### src/rtl/spi_m_tx_if.sv
// Byte-stream handshake plus SPI pin bundle between the host-side byte source and spi_m_tx.
// The master modport is the transmitter's view; slave is the byte source / SPI observer.
interface spi_m_tx_if;
  logic [7:0] i_tx_data;
  logic       i_tx_last;
  logic       i_tx_valid;
  logic       o_tx_ready;
  logic       o_spi_clk;
  logic       o_spi_mosi;
  logic       o_spi_nss;
  logic       o_busy;
  logic       o_byte_done;

  modport master (
    input  i_tx_data, i_tx_last, i_tx_valid,
    output o_tx_ready, o_spi_clk, o_spi_mosi, o_spi_nss, o_busy, o_byte_done
  );

  modport slave (
    output i_tx_data, i_tx_last, i_tx_valid,
    input  o_tx_ready, o_spi_clk, o_spi_mosi, o_spi_nss, o_busy, o_byte_done
  );
endinterface

### src/rtl/spi_m_tx.sv
// SPI mode-0 master transmitter with NSS setup/hold/gap framing; all outputs registered.
// Define SPI_M_LSB_FIRST_EN to shift LSB first (default MSB first).
module spi_m_tx #(
  parameter int CLK_DIV   = 4,
  parameter int NSS_SETUP = 4,
  parameter int NSS_HOLD  = 4,
  parameter int NSS_GAP   = 4
) (
  input  logic         i_clk,
  input  logic         i_reset,
  spi_m_tx_if.master   bus
);

  localparam int DIV_W  = $clog2(CLK_DIV);
  localparam int T_MAX0 = (NSS_SETUP > NSS_HOLD) ? NSS_SETUP : NSS_HOLD;
  localparam int T_MAX  = (T_MAX0 > NSS_GAP) ? T_MAX0 : NSS_GAP;
  localparam int T_W    = (T_MAX > 1) ? $clog2(T_MAX) : 1;

  localparam logic [DIV_W-1:0] DIV_LOAD   = DIV_W'(CLK_DIV - 1);
  localparam logic [T_W-1:0]   SETUP_LOAD = T_W'(NSS_SETUP - 1);
  localparam logic [T_W-1:0]   HOLD_LOAD  = T_W'(NSS_HOLD - 1);
  localparam logic [T_W-1:0]   GAP_LOAD   = T_W'(NSS_GAP - 1);

  typedef enum logic [2:0] {
    ST_IDLE,
    ST_SETUP,
    ST_SHIFT,
    ST_WAIT,
    ST_HOLD,
    ST_GAP
  } state_t;

  // Bit-order helpers: the shift register always presents its next bit at one end.
  function automatic logic first_bit(input logic [7:0] b);
`ifdef SPI_M_LSB_FIRST_EN
    return b[0];
`else
    return b[7];
`endif
  endfunction

  function automatic logic [7:0] shift_once(input logic [7:0] b);
`ifdef SPI_M_LSB_FIRST_EN
    return {1'b0, b[7:1]};
`else
    return {b[6:0], 1'b0};
`endif
  endfunction

  state_t           r_state, w_state_next;
  logic [DIV_W-1:0] r_div,   w_div_next;
  logic [2:0]       r_bit,   w_bit_next;
  logic [T_W-1:0]   r_tcnt,  w_tcnt_next;
  logic [7:0]       r_shreg, w_shreg_next;
  logic             r_last,  w_last_next;
  logic             r_sclk,  w_sclk_next;
  logic             r_mosi,  w_mosi_next;
  logic             r_nss,   w_nss_next;
  logic             r_ready, w_ready_next;
  logic             r_busy,  w_busy_next;
  logic             r_done,  w_done_next;

  logic             w_accept;
  logic [7:0]       w_shifted;

  assign w_accept  = bus.i_tx_valid && r_ready;
  assign w_shifted = shift_once(r_shreg);

  always_comb begin
    // NOTE: every signal gets a default before the case so no path leaves one unassigned (no latches).
    w_state_next = r_state;
    w_div_next   = r_div;
    w_bit_next   = r_bit;
    w_tcnt_next  = r_tcnt;
    w_shreg_next = r_shreg;
    w_last_next  = r_last;
    w_sclk_next  = r_sclk;
    w_mosi_next  = r_mosi;
    w_done_next  = 1'b0;

    case (r_state)
      ST_IDLE: begin
        if (w_accept) begin
          w_state_next = ST_SETUP;
          w_shreg_next = bus.i_tx_data;
          w_last_next  = bus.i_tx_last;
          w_mosi_next  = first_bit(bus.i_tx_data);
          w_tcnt_next  = SETUP_LOAD;
        end
      end

      ST_SETUP: begin
        if (r_tcnt == '0) begin
          w_state_next = ST_SHIFT;
          w_div_next   = DIV_LOAD;
          w_bit_next   = 3'd7;
        end else begin
          w_tcnt_next = r_tcnt - 1'b1;
        end
      end

      ST_SHIFT: begin
        if (r_div != '0) begin
          w_div_next = r_div - 1'b1;
        end else if (!r_sclk) begin
          w_sclk_next = 1'b1;
          w_div_next  = DIV_LOAD;
        end else begin
          // End of the high phase: SCLK falls and MOSI moves on.
          w_sclk_next = 1'b0;
          w_div_next  = DIV_LOAD;
          if (r_bit != 3'd0) begin
            w_bit_next   = r_bit - 1'b1;
            w_shreg_next = w_shifted;
            w_mosi_next  = first_bit(w_shifted);
          end else begin
            w_done_next = 1'b1;
            if (r_last) begin
              w_state_next = ST_HOLD;
              w_tcnt_next  = HOLD_LOAD;
            end else if (w_accept) begin
              w_shreg_next = bus.i_tx_data;
              w_last_next  = bus.i_tx_last;
              w_mosi_next  = first_bit(bus.i_tx_data);
              w_bit_next   = 3'd7;
            end else begin
              w_state_next = ST_WAIT;
            end
          end
        end
      end

      ST_WAIT: begin
        if (w_accept) begin
          w_state_next = ST_SHIFT;
          w_shreg_next = bus.i_tx_data;
          w_last_next  = bus.i_tx_last;
          w_mosi_next  = first_bit(bus.i_tx_data);
          w_div_next   = DIV_LOAD;
          w_bit_next   = 3'd7;
        end
      end

      ST_HOLD: begin
        if (r_tcnt == '0) begin
          w_state_next = ST_GAP;
          w_tcnt_next  = GAP_LOAD;
        end else begin
          w_tcnt_next = r_tcnt - 1'b1;
        end
      end

      ST_GAP: begin
        if (r_tcnt == '0) begin
          w_state_next = ST_IDLE;
        end else begin
          w_tcnt_next = r_tcnt - 1'b1;
        end
      end

      default: w_state_next = ST_IDLE;
    endcase

    // Outputs are decoded from the next state so they register alongside it.
    w_nss_next   = (w_state_next == ST_IDLE) || (w_state_next == ST_GAP);
    w_busy_next  = (w_state_next != ST_IDLE);
    w_ready_next = (w_state_next == ST_IDLE) || (w_state_next == ST_WAIT) ||
                   ((w_state_next == ST_SHIFT) && w_sclk_next && (w_div_next == '0) &&
                    (w_bit_next == 3'd0) && !w_last_next);
  end

  always_ff @(posedge i_clk) begin
    // NOTE: sequential state uses non-blocking assignments so every register samples pre-edge values.
    if (i_reset) begin
      // NOTE: the small datapath registers are reset too, so MOSI and the framing restart from known values.
      r_state <= ST_IDLE;
      r_div   <= '0;
      r_bit   <= '0;
      r_tcnt  <= '0;
      r_shreg <= '0;
      r_last  <= 1'b0;
      r_sclk  <= 1'b0;
      r_mosi  <= 1'b0;
      r_nss   <= 1'b1;
      r_ready <= 1'b0;
      r_busy  <= 1'b0;
      r_done  <= 1'b0;
    end else begin
      r_state <= w_state_next;
      r_div   <= w_div_next;
      r_bit   <= w_bit_next;
      r_tcnt  <= w_tcnt_next;
      r_shreg <= w_shreg_next;
      r_last  <= w_last_next;
      r_sclk  <= w_sclk_next;
      r_mosi  <= w_mosi_next;
      r_nss   <= w_nss_next;
      r_ready <= w_ready_next;
      r_busy  <= w_busy_next;
      r_done  <= w_done_next;
    end
  end

  assign bus.o_tx_ready  = r_ready;
  assign bus.o_spi_clk   = r_sclk;
  assign bus.o_spi_mosi  = r_mosi;
  assign bus.o_spi_nss   = r_nss;
  assign bus.o_busy      = r_busy;
  assign bus.o_byte_done = r_done;

endmodule

### src/flat_wrapper.sv
// flat-port wrapper written by rule: the top's interface ports become plain ports
module spi_m_tx_flat 
#(
  parameter int CLK_DIV   = 4,
  parameter int NSS_SETUP = 4,
  parameter int NSS_HOLD  = 4,
  parameter int NSS_GAP   = 4
)
  (i_clk, i_reset, bus_i_tx_data, bus_i_tx_last, bus_i_tx_valid, bus_o_tx_ready, bus_o_spi_clk, bus_o_spi_mosi, bus_o_spi_nss, bus_o_busy, bus_o_byte_done);
  spi_m_tx_if bus_i ();
  input  logic i_clk;
  input  logic i_reset;
  input wire logic [$bits(bus_i.i_tx_data)-1:0] bus_i_tx_data;
  input wire logic [$bits(bus_i.i_tx_last)-1:0] bus_i_tx_last;
  input wire logic [$bits(bus_i.i_tx_valid)-1:0] bus_i_tx_valid;
  output wire logic [$bits(bus_i.o_tx_ready)-1:0] bus_o_tx_ready;
  output wire logic [$bits(bus_i.o_spi_clk)-1:0] bus_o_spi_clk;
  output wire logic [$bits(bus_i.o_spi_mosi)-1:0] bus_o_spi_mosi;
  output wire logic [$bits(bus_i.o_spi_nss)-1:0] bus_o_spi_nss;
  output wire logic [$bits(bus_i.o_busy)-1:0] bus_o_busy;
  output wire logic [$bits(bus_i.o_byte_done)-1:0] bus_o_byte_done;
  assign bus_i.i_tx_data = bus_i_tx_data;
  assign bus_i.i_tx_last = bus_i_tx_last;
  assign bus_i.i_tx_valid = bus_i_tx_valid;
  assign bus_o_tx_ready = bus_i.o_tx_ready;
  assign bus_o_spi_clk = bus_i.o_spi_clk;
  assign bus_o_spi_mosi = bus_i.o_spi_mosi;
  assign bus_o_spi_nss = bus_i.o_spi_nss;
  assign bus_o_busy = bus_i.o_busy;
  assign bus_o_byte_done = bus_i.o_byte_done;
  spi_m_tx #(.CLK_DIV(CLK_DIV), .NSS_SETUP(NSS_SETUP), .NSS_HOLD(NSS_HOLD), .NSS_GAP(NSS_GAP)) u_core (.i_clk(i_clk), .i_reset(i_reset), .bus(bus_i));
endmodule
### config.mk
export PLATFORM = sky130hd
export DESIGN_NAME = spi_m_tx_flat
export DESIGN_NICKNAME = d
export VERILOG_FILES = /design/src/rtl/spi_m_tx_if.sv /design/src/rtl/spi_m_tx.sv /design/src/flat_wrapper.sv
export SDC_FILE = /design/constraint.sdc
export NUM_CORES = 1
export LEC_CHECK = 0
export CAP_MARGIN = 20
export CORE_MARGIN = 10
export CORE_UTILIZATION = 55
export DETAILED_ROUTE_END_ITERATION = 7
export GPL_ROUTABILITY_DRIVEN = 0
export HOLD_SLACK_MARGIN = 0.06
export PLACE_DENSITY = 0.87
export SYNTH_ARGS = -nofsm -noshare
export SYNTH_HDL_FRONTEND = slang
export SYNTH_SLANG_ARGS = --single-unit
### constraint.sdc
create_clock -name i_clk -period 2.4 [get_ports i_clk]
set_input_delay 0.48 -clock i_clk [delete_from_list [all_inputs] [get_ports i_clk]]
set_output_delay 0.48 -clock i_clk [all_outputs]
set_load 0.005 [all_outputs]
After elaboration in Yosys (flattened, before gate mapping)
Index checks and enable logic that the tools add are counted.
{"block": "classes", "add_sub_neg": 3, "n_eq_ne": 15, "n_mux": 53, "bitwise": 2, "reduce_logical": 24}
{"op": "3-bit 2-to-1 mux", "n": 16}
{"op": "8-bit 2-to-1 mux", "n": 5}
{"op": "2-bit 2-to-1 mux", "n": 10}
{"op": "3-bit case mux with 6 select lines", "n": 1}
{"op": "8-bit case mux with 2 select lines", "n": 1}
{"op": "1-bit 2-to-1 mux", "n": 15}
{"op": "3-bit by 2-bit == test with 1-bit output, second input constant", "n": 4}
{"op": "3-bit == test, second input constant", "n": 3}
{"op": "3-bit zero test", "n": 3}
{"op": "3-bit case mux with 3 select lines", "n": 1}
{"op": "2-bit case mux with 4 select lines", "n": 1}
{"op": "7-bit AND reduction", "n": 1}
{"op": "2-bit by 1-bit inequality test with 1-bit output, second input constant", "n": 3}
{"op": "2-bit inequality test, second input constant", "n": 3}
{"op": "2-bit case mux with 3 select lines", "n": 1}
{"op": "3-bit nonzero test", "n": 2}
{"op": "1-bit logical AND", "n": 5}
{"op": "2-bit zero test", "n": 2}
{"op": "1-bit case mux with 2 select lines", "n": 2}
{"op": "4-bit AND reduction", "n": 1}
{"op": "2-bit nonzero test", "n": 2}
{"op": "4-bit nonzero test", "n": 1}
{"op": "2-bit OR reduction", "n": 2}
{"op": "4-bit OR reduction", "n": 1}
{"op": "7 further kinds", "n": 11}
{"block": "totals", "regBits": 25, "input_bits": 12, "output_inout_bits": 6, "word_cells": 109}

Logic depth before layout (Yosys ltp)
Gate-level depths: netlist of the first run.
{"block": "depth", "ltp_word": 13, "mapped_depth": 9, "mapped_depth_nobuf": 8}

Least setup slack after synthesis of the first run
Ideal clock, no wire load.
{"block": "synth_path", "kind": "reg2reg", "from": "register u_core.r_bit[1]", "to": "register u_core.r_ready (netlist: u_core.bus.o_tx_ready)", "setup_time_ns": 0.096, "t_arrival_ns": 1.672, "t_required_ns": 2.304, "slack_ns": 0.632, "path_stages_with_launch": 8, "path_buffers": 0, "period_less_slack_ns": 1.768, "cell_sequence": "dfxtp_1 > inv_1 > ha_1 > or2b_1 > nor4_2 > nor4_4 > nand2_1 > o41ai_2"}
{"block": "synth_between", "elab_chain_len": 11, "word_cells_on_any_way": 28, "classes_between": "add/sub (1); eq/ne (2); mux (15); reduce/logical (10)"}
{"element": "from (decl)", "line_no": "spi_m_tx.sv:52", "source": "logic [2:0] r_bit, w_bit_next;"}
{"element": "from (signal assigned)", "line_no": "spi_m_tx.sv:191", "source": "r_bit <= w_bit_next;"}
{"element": "branches (longest 10 deep; another with 3-bit by 1-bit subtractor with 3-bit output)"}
{"element": "1-bit logical OR *", "line_no": "spi_m_tx.sv:167", "source": "w_ready_next = (w_state_next == ST_IDLE) || (w_state_next == ST_WAIT) ||"}
{"element": "to (signal assigned)", "line_no": "spi_m_tx.sv:198", "source": "r_ready <= w_ready_next;"}
{"element": "to (decl)", "line_no": "spi_m_tx.sv:59", "source": "logic r_ready, w_ready_next;"}
Mark *: on every way between the ends.
A chain may end at the register's enable or synchronous reset.

Worst setup path after layout of the first run
{"block": "layout_path", "from": "register u_core.r_state[0]", "to": "register u_core.r_ready (netlist: u_core.bus.o_tx_ready)"}
{"block": "layout_between", "elab_chain_len": 12, "word_cells_on_any_way": 34, "classes_between": "eq/ne (7); mux (15); reduce/logical (12)"}
{"element": "from (decl)", "line_no": "spi_m_tx.sv:50", "source": "state_t r_state, w_state_next;"}
{"element": "from (signal assigned)", "line_no": "spi_m_tx.sv:189", "source": "r_state <= w_state_next;"}
{"element": "3-bit 2-to-1 mux", "line_no": "spi_m_tx.sv:121", "source": "end else if (w_accept) begin"}
{"element": "3-bit 2-to-1 mux", "line_no": "spi_m_tx.sv:118", "source": "if (r_last) begin"}
{"element": "3-bit 2-to-1 mux", "line_no": "spi_m_tx.sv:112", "source": "if (r_bit != 3'd0) begin"}
{"element": "3-bit 2-to-1 mux", "line_no": "spi_m_tx.sv:105", "source": "end else if (!r_sclk) begin"}
{"element": "3-bit 2-to-1 mux", "line_no": "spi_m_tx.sv:103", "source": "if (r_div != '0) begin"}
{"element": "3-bit case mux with 6 select lines", "line_no": "spi_m_tx.sv:81", "source": "case (r_state)"}
{"element": "3-bit by 2-bit == test with 1-bit output", "line_no": "spi_m_tx.sv:168", "source": "((w_state_next == ST_SHIFT) && w_sclk_next && (w_div_next == '0) &&"}
{"element": "1-bit logical AND (3 in series)", "line_no": "spi_m_tx.sv:168"}
{"element": "1-bit logical AND", "line_no": "spi_m_tx.sv:169", "source": "(w_bit_next == 3'd0) && !w_last_next);"}
{"element": "1-bit logical OR *", "line_no": "spi_m_tx.sv:167"}
Mark *: on every way between the ends. The rest lies on a longest branch, timed or not.

==> results.ini, run 1 <==
[clocking]
cts_sinks=24
cts_max_level=1
clock_path_buffers=2
clkTransAtPathRegs_ns=0.12
cts-root-buf=clkbuf_4
cts_tree=built
clock_latency_ns=0.32
cts_made_buffers=3
cts_hold_buffers=0

[drt]
via_per_inst=6.329
ant_nets=0
route.detailed.drc=0
initialDrtViolationCount=137
routedWlPerCell_um=16.83
wirelength_um=3938
dr.pass1.iters=5
vias=1481

[yosys]
netlist_instances=187
synth_seq_cells=24
synth_warnings=0
synth_fp_nets=203
synth_cell_type_count=50
netlist.area_leader.share=0.3137
yosys_most_used_dff=dfxtp_1
syn_area_um2=1531
ys_async_sr_fraction=0
synthTopCellsByArea=dfxtp_1 31%, nor2_1 8.8%, a21oi_1 4.9%
synth.avg_cell_area_um2=8.190
yosys.area.top_type=dfxtp_1
seq_area_frac_synth=0.3137
synth-edff-count=0

[sta]
finClkSkew_ns=0.002614
fmax_mhz=445.2
slew_headroom=0.5580
tightest_slew_ns=0.6620
finalSetupViolations=0
rsz0062_at_grt=false
hold_viol=0
finalMaxSlewViolations=0
period_minus_slack_ns=2.246
fin_crit_sh=0.9359
finalSetupTns_ns=0

[pwr]
power_density_nw_per_um2=825.1
total_leakage_power_nw=0.6580
vdd_drop_max_mv=0.6007

[worst_setup_path]
criticalPathCategory=flop to flop
r2r_slack_ns=0.15
cp.arrival_ns=2.47
worstPathRequired_ns=2.62
cp-start-kind=flop
worstSetupEndpointType=flop
path_max_fanout=17

[floorplanning]
die_w_um=72.77
start_util=0.5651
std_cell_rows=19
die_area_um2=5295
ioPinCount=18
core_um2=2710
die_h_um=72.77

[place]
numPortBuffers=17
dpl.hpwl_um=2908
place_inst=230

[global_route]
grt_max_degree=18
grt.overflow.total=0
grt_pass1_wl_um=6568
first_global_vias=1434
antenna_found_initial=0
grt_use_total=0.1515

[job]
drv_cap=0

[run_status]
status=finished, final reports clean

[final_layout]
layout_common_cells=36 x nor2_1, 24 x dfxtp_1, 17 x clkdlybuf4s50_1
stdcell_count=234
antenna-diode-count=0
drive_above_1_share=0.1133
synthToLayoutAreaGrowth_pct=14.38
layout_commonest_cell=nor2_1
final_nets=221

[min_path]
hp-class=flop to flop

==> registers in the layout, summed over array words and instances, names as in the netlist <==
| signal | cells |
|---|---|
| u_core.r_state | 3 |
| u_core.r_bit | 3 |
| u_core.bus.o_tx_ready | 1 |
| u_core.r_shreg | 7 |
| u_core.bus.o_busy | 1 |
| u_core.r_div | 2 |
| u_core.r_last | 1 |
| u_core.bus.o_byte_done | 1 |
| u_core.r_tcnt | 2 |
| u_core.bus.o_spi_nss | 1 |
| u_core.bus.o_spi_mosi | 1 |
| u_core.bus.o_spi_clk | 1 |
==> cell usage after synthesis (all sizes together), types with 2 or more instances <==
cell type and count:
nand3b 7, nor3b 2, a211oi 3, or2 2, clkbuf 2, buf 9
nor4 5, a21oi 16, nor2 37, a22oi 2, a31oi 4, xor2 2
a21boi 2, nor3 2, dfxtp 24, inv 8, nand2 8, o22ai 7
a21o 2, and3 2, o21ai 10, ha 4, nor2b 7, or2b 2
nand3 4
==> cell type report <==
| cell class | count | area [um2] |
|---|---|---|
| Clock buffer | 3 | 22.52 |
| Fill cell | 226 | 958.4 |
| Timing Repair Buffer | 24 | 235.2 |
| Multi-Input combinational cell | 144 | 944.7 |
| Sequential cell | 24 | 480.5 |
| Inverter | 8 | 30.03 |
| Tap cell | 31 | 38.79 |
==> power by group <==
group | switching (W) | internal, W
Combinational | 0.000381 | 0.000321
Clock | 0.000119 | 0.0000590
Sequential | 0.0000826 | 0.000483
==> layer usage <==
metal	vias to the layer above	track usage	wire length, um
met4	0	0.1055	128
met3	13	0.02721	312
met1	683	0.1895	1595
li1	701	-	-
met2	84	0.2283	1901
met5	-	0	0
==> logic make-up after synthesis <==
logic type	Yosys count	share of synthesized area
DFF	24	0.3137
and+or+nand+nor	81	0.2990
xor gates and xnor gates	3	0.01716
adders and majority gates	4	0.03268
AOI/OAI and AO/OA	56	0.2680
buffers and inverters	19	0.06944
==> critical path, stage by stage (launching register included) <==
cell and delay (ns):
dfxtp_1 0.73, nor2b_1 0.26, o41a_1 0.45, a41oi_1 0.29, nand3b_1 0.16, o41ai_2 0.26
==> per-stage QoR <==
| step | util | power (W) | hold WS, ns | setup slack (ns) | cell area (um2) |
|---|---|---|---|---|---|
| 2_1_floorplan | - | 0.001064 | 0.4437 | 0.6319 | 1531 |
| 3_3_place_gp | 0.6307 | 0.001209 | 0.4556 | 0.1530 | 1709 |
| 3_5_place_dp | 0.6307 | 0.001249 | 0.4704 | 0.02242 | 1709 |
| 4_1_cts | 0.6390 | 0.001427 | 0.4897 | 0.2148 | 1732 |
| 5_1_grt | 0.6464 | 0.001555 | 0.5244 | 0.03891 | 1752 |
| 6_report | 0.6464 | 0.001445 | 0.4862 | 0.1539 | 1752 |
==> repair_timing <==
| item | 4_1_cts | 5_1_grt |
|---|---|---|
| buffers inserted | 0 | 1 |
| endpoints found under the setup margin | 0 | 2 |
| gates resized for setup | 0 | 0 |
==> path summary, 6_finish.rpt <==
check | startpoint | to | depth (start not counted)
min reg2reg | u_core.r_tcnt[1]$_SDFFE_PP0P_ | u_core.r_tcnt[1]$_SDFFE_PP0P_ | 2
max reg2reg | u_core.r_state[0]$_SDFF_PP0_ | u_core.bus.o_tx_ready$_SDFF_PP0_ | 5
min | u_core.r_tcnt[1]$_SDFFE_PP0P_ | u_core.r_tcnt[1]$_SDFFE_PP0P_ | 2
max | u_core.r_state[0]$_SDFF_PP0_ | u_core.bus.o_tx_ready$_SDFF_PP0_ | 5
(Power assumes the default switching activity.)
==> inputs of run 2 (changes only) <==
CTS_CLUSTER_SIZE = 30   (was not set)
==> results of run 2 <==
The final DEF is identical to that of run 1; final timing and power are the same.
==> inputs of run 3 (changes only) <==
ABC_AREA = 1   (was not set)
PLACE_DENSITY = 0.79   (was 0.87)
==> results.ini, run 3 <==
[worst_setup_path]
cp-start-kind=flop
path_common_cell=nand3_1
criticalPathCategory=flop to flop
crit_buf_inv=2  ; +2
worstSetupEndpointType=flop
worstPathRequired_ns=2.67  ; +0.05 ns
crit_path_top_delay_cell=dfxtp_1
cpLargestDelayFamily=simple AND/OR/NAND/NOR gates
path_max_fanout=14  ; -3
cp.arrival_ns=2.15  ; -0.32 ns
cpPeakStageDelay_ns=0.55  ; -0.18 ns
worstPathCellList=inv_2 -> nand3_1 -> nand2_2 -> nor2_2 -> inv_1 -> nand3_1 -> nand2_1 -> a21oi_1

[clocking]
cts_tree=built
cts_made_buffers=3  ; unchanged
cts_max_level=1  ; unchanged
cts-root-buf=clkbuf_4
clkTransAtPathRegs_ns=0.15  ; +0.03 ns
cts_hold_buffers=0  ; unchanged
cts_resized=0  ; unchanged
clock_path_buffers=2  ; unchanged
postCtsSetupBuffers=0  ; unchanged
clock_latency_ns=0.32  ; about the same
cts_sinks=24  ; unchanged

[pwr]
total_leakage_power_nw=0.7993  ; +21%
pwr-share-clk=0.223  ; +0.100
p_comb_frac=0.405  ; -0.081
p_switching_w=0.0005148  ; -12%
pwr-share-seq=0.372  ; -0.019
power_density_nw_per_um2=761.1  ; -7.8%
internal_power_w=0.0008423  ; -2.4%
sw_frac_of_total=0.3793  ; -0.02335
vdd_drop_max_mv=0.5071  ; -16%

[final_layout]
drive_above_1_share=0.07895  ; -0.03435
synthToLayoutAreaGrowth_pct=14.73
reg_top3=u_core.r_shreg (7), u_core.r_bit (3), u_core.r_state (3)
multi_input_area_um2=887.1  ; -6.1%
final_nets=283  ; +28%
fin_area_um2=1783  ; +1.8%
antenna-diode-count=0  ; unchanged
regMostFlops=u_core.r_shreg
largest_reg_flops=7  ; unchanged
nFillCells=261  ; +15%
layout_common_cells=66 x nand2_1, 33 x inv_1, 26 x nor2_1
seq_area_um2=480.5  ; unchanged
layout_commonest_cell=nand2_1

[yosys]
yosys.area.top_type=dfxtp_1
synth.most_common_cell=nand2_1
seq_area_frac_synth=0.3092  ; -0.004547
synth_seq_cells=24  ; unchanged
synth_cell_type_count=27  ; -46%
netlist_instances=250  ; +34%
synth_common_cells=66 x nand2_1, 33 x inv_1, 26 x nor2_1, 24 x dfxtp_1
syn_area_um2=1554  ; +1.5%
synth_warnings=0  ; unchanged
netlist.area_leader.share=0.3092  ; -0.004547
synthTopCellsByArea=dfxtp_1 31%, nand2_1 16%, inv_1 8.0%
yosys_most_used_dff=dfxtp_1
synth_fp_nets=266  ; +31%
synth.avg_cell_area_um2=6.216  ; -24%
ys_async_sr_fraction=0  ; unchanged
synth-edff-count=0  ; unchanged

[sta]
finalMaxSlewViolations=0  ; unchanged
tightest_slew_ns=0.4809  ; -0.1812 ns
slew_headroom=0.6791  ; +0.1210
finalSetupViolations=0  ; unchanged
finClkSkew_ns=0.003086  ; +0.0004729 ns
period_minus_slack_ns=1.881  ; -0.3649 ns
fmax_mhz=531.6  ; +19%
finalSetupTns_ns=0  ; unchanged
fin_crit_sh=0.7838  ; -0.1521
hold_viol=0  ; unchanged
rsz0062_at_grt=false

[floorplanning]
std_cell_rows=19  ; unchanged
die_area_um2=5352  ; +1.1%
ioPinCount=18  ; unchanged
die_w_um=73.16  ; +0.53%
die_h_um=73.16  ; +0.53%
core_um2=2734  ; +0.88%
start_util=0.5684  ; +0.003324

[global_route]
antenna_found_initial=0  ; unchanged
first_global_vias=1424  ; -0.70%
grt_pass1_wl_um=6417  ; -2.3%
grt_use_total=0.1434  ; -0.008018
grt.overflow.total=0  ; unchanged
grt_max_degree=18  ; unchanged

[drt]
vias=1600  ; +8.0%
route.detailed.drc=0  ; unchanged
routedWlPerCell_um=12.31  ; -27%
initialDrtViolationCount=215  ; +57%
ant_nets=0  ; unchanged
via_per_inst=5.387  ; -15%
dr.pass1.iters=5  ; unchanged
wirelength_um=3655  ; -7.2%

[place]
dpl.hpwl_um=2689  ; -7.5%
place_area_um2=1730  ; +1.2%
numPortBuffers=17  ; unchanged

[min_path]
hp-class=flop to flop

[job]
drv_cap=0  ; unchanged

[run_status]
status=finished, final reports clean

[run 3: cell count changes after synthesis, moves of 7 or more]
cell,change
inv_1,+25
o21ai_0,+14
nor2_1,-10
a21oi_1,+7
nor2b_1,-7
nand3_1,+17
nand2_1,+58
[run 3: power groups by stage]
stage | sequential, W | clock (W) | combinational [W]
floorplan | 0.000505 | 0 | 0.000412
global placement | 0.000513 | 0 | 0.000534
detailed placement | 0.000512 | 0 | 0.000535
CTS | 0.000504 | 0.000306 | 0.000542
global route | 0.000512 | 0.000321 | 0.000631
finish | 0.000504 | 0.000302 | 0.000550
[run 3: worst reg2reg max path: stages, from the launching register on]
cell     delay, ns
dfxtp_1       0.55
inv_2         0.14
nand3_1       0.22
nand2_2       0.15
nor2_2        0.40
inv_1         0.12
nand3_1       0.09
nand2_1       0.05
a21oi_1       0.11
[run 3: worst paths after layout]
check	from	to	slack, ns	cells past startpoint
worst max-delay path	u_core.r_state[2]$_SDFF_PP0_	u_core.bus.o_spi_mosi$_SDFFE_PP0P_	0.52	8
worst min-delay path	u_core.r_shreg[6]$_SDFFE_PP0P_	u_core.r_shreg[6]$_SDFFE_PP0P_	0.47	2
worst max register to register	u_core.r_state[2]$_SDFF_PP0_	u_core.bus.o_spi_mosi$_SDFFE_PP0P_	0.52	8
worst min register to register	u_core.r_shreg[6]$_SDFFE_PP0P_	u_core.r_shreg[6]$_SDFFE_PP0P_	0.47	2
[run 3: cell families after synthesis]
kind of cell	count (synthesis)	synth area share
AO/OA/AOI/OAI	51	0.1820
adder cells (fa/ha/maj)	4	0.03221
buffers and inverters	43	0.1200
AND/OR/NAND/NOR	128	0.3567
flip-flops	24	0.3092
[run 3: metrics by stage]
step                      cells  setup slack [ns]  hold slack, ns  utilization  power (W)
final                       297            0.5189          0.4744       0.6522   0.001357
after global routing        297            0.3246          0.4889       0.6522   0.001463
after CTS                   297            0.5559          0.4749       0.6522   0.001351
after detailed placement    293            0.2883          0.4551       0.6330   0.001047
after global placement      293            0.3392          0.4451       0.6330   0.001047
after floorplan             250            0.8570          0.4329            -  0.0009163
[run 3: layer usage]
layer | vias up | global-route usage | part of all wire
li1 | 833 | - | -
met1 | 701 | 0.1973 | 0.48
met5 | - | 0 | 0
met2 | 62 | 0.2168 | 0.42
met3 | 4 | 0.02993 | 0.080
met4 | 0 | 0.04219 | 0.012
[run 3: cell type report]
class / count / area share
clock buffers: 3 / 0.01263
clock inverters: 1 / 0.01684
inverters: 35 / 0.07368
multi-input cells: 183 / 0.4975
flip-flops and latches: 24 / 0.2695
well taps: 31 / 0.02175
repair buffers: 20 / 0.1081
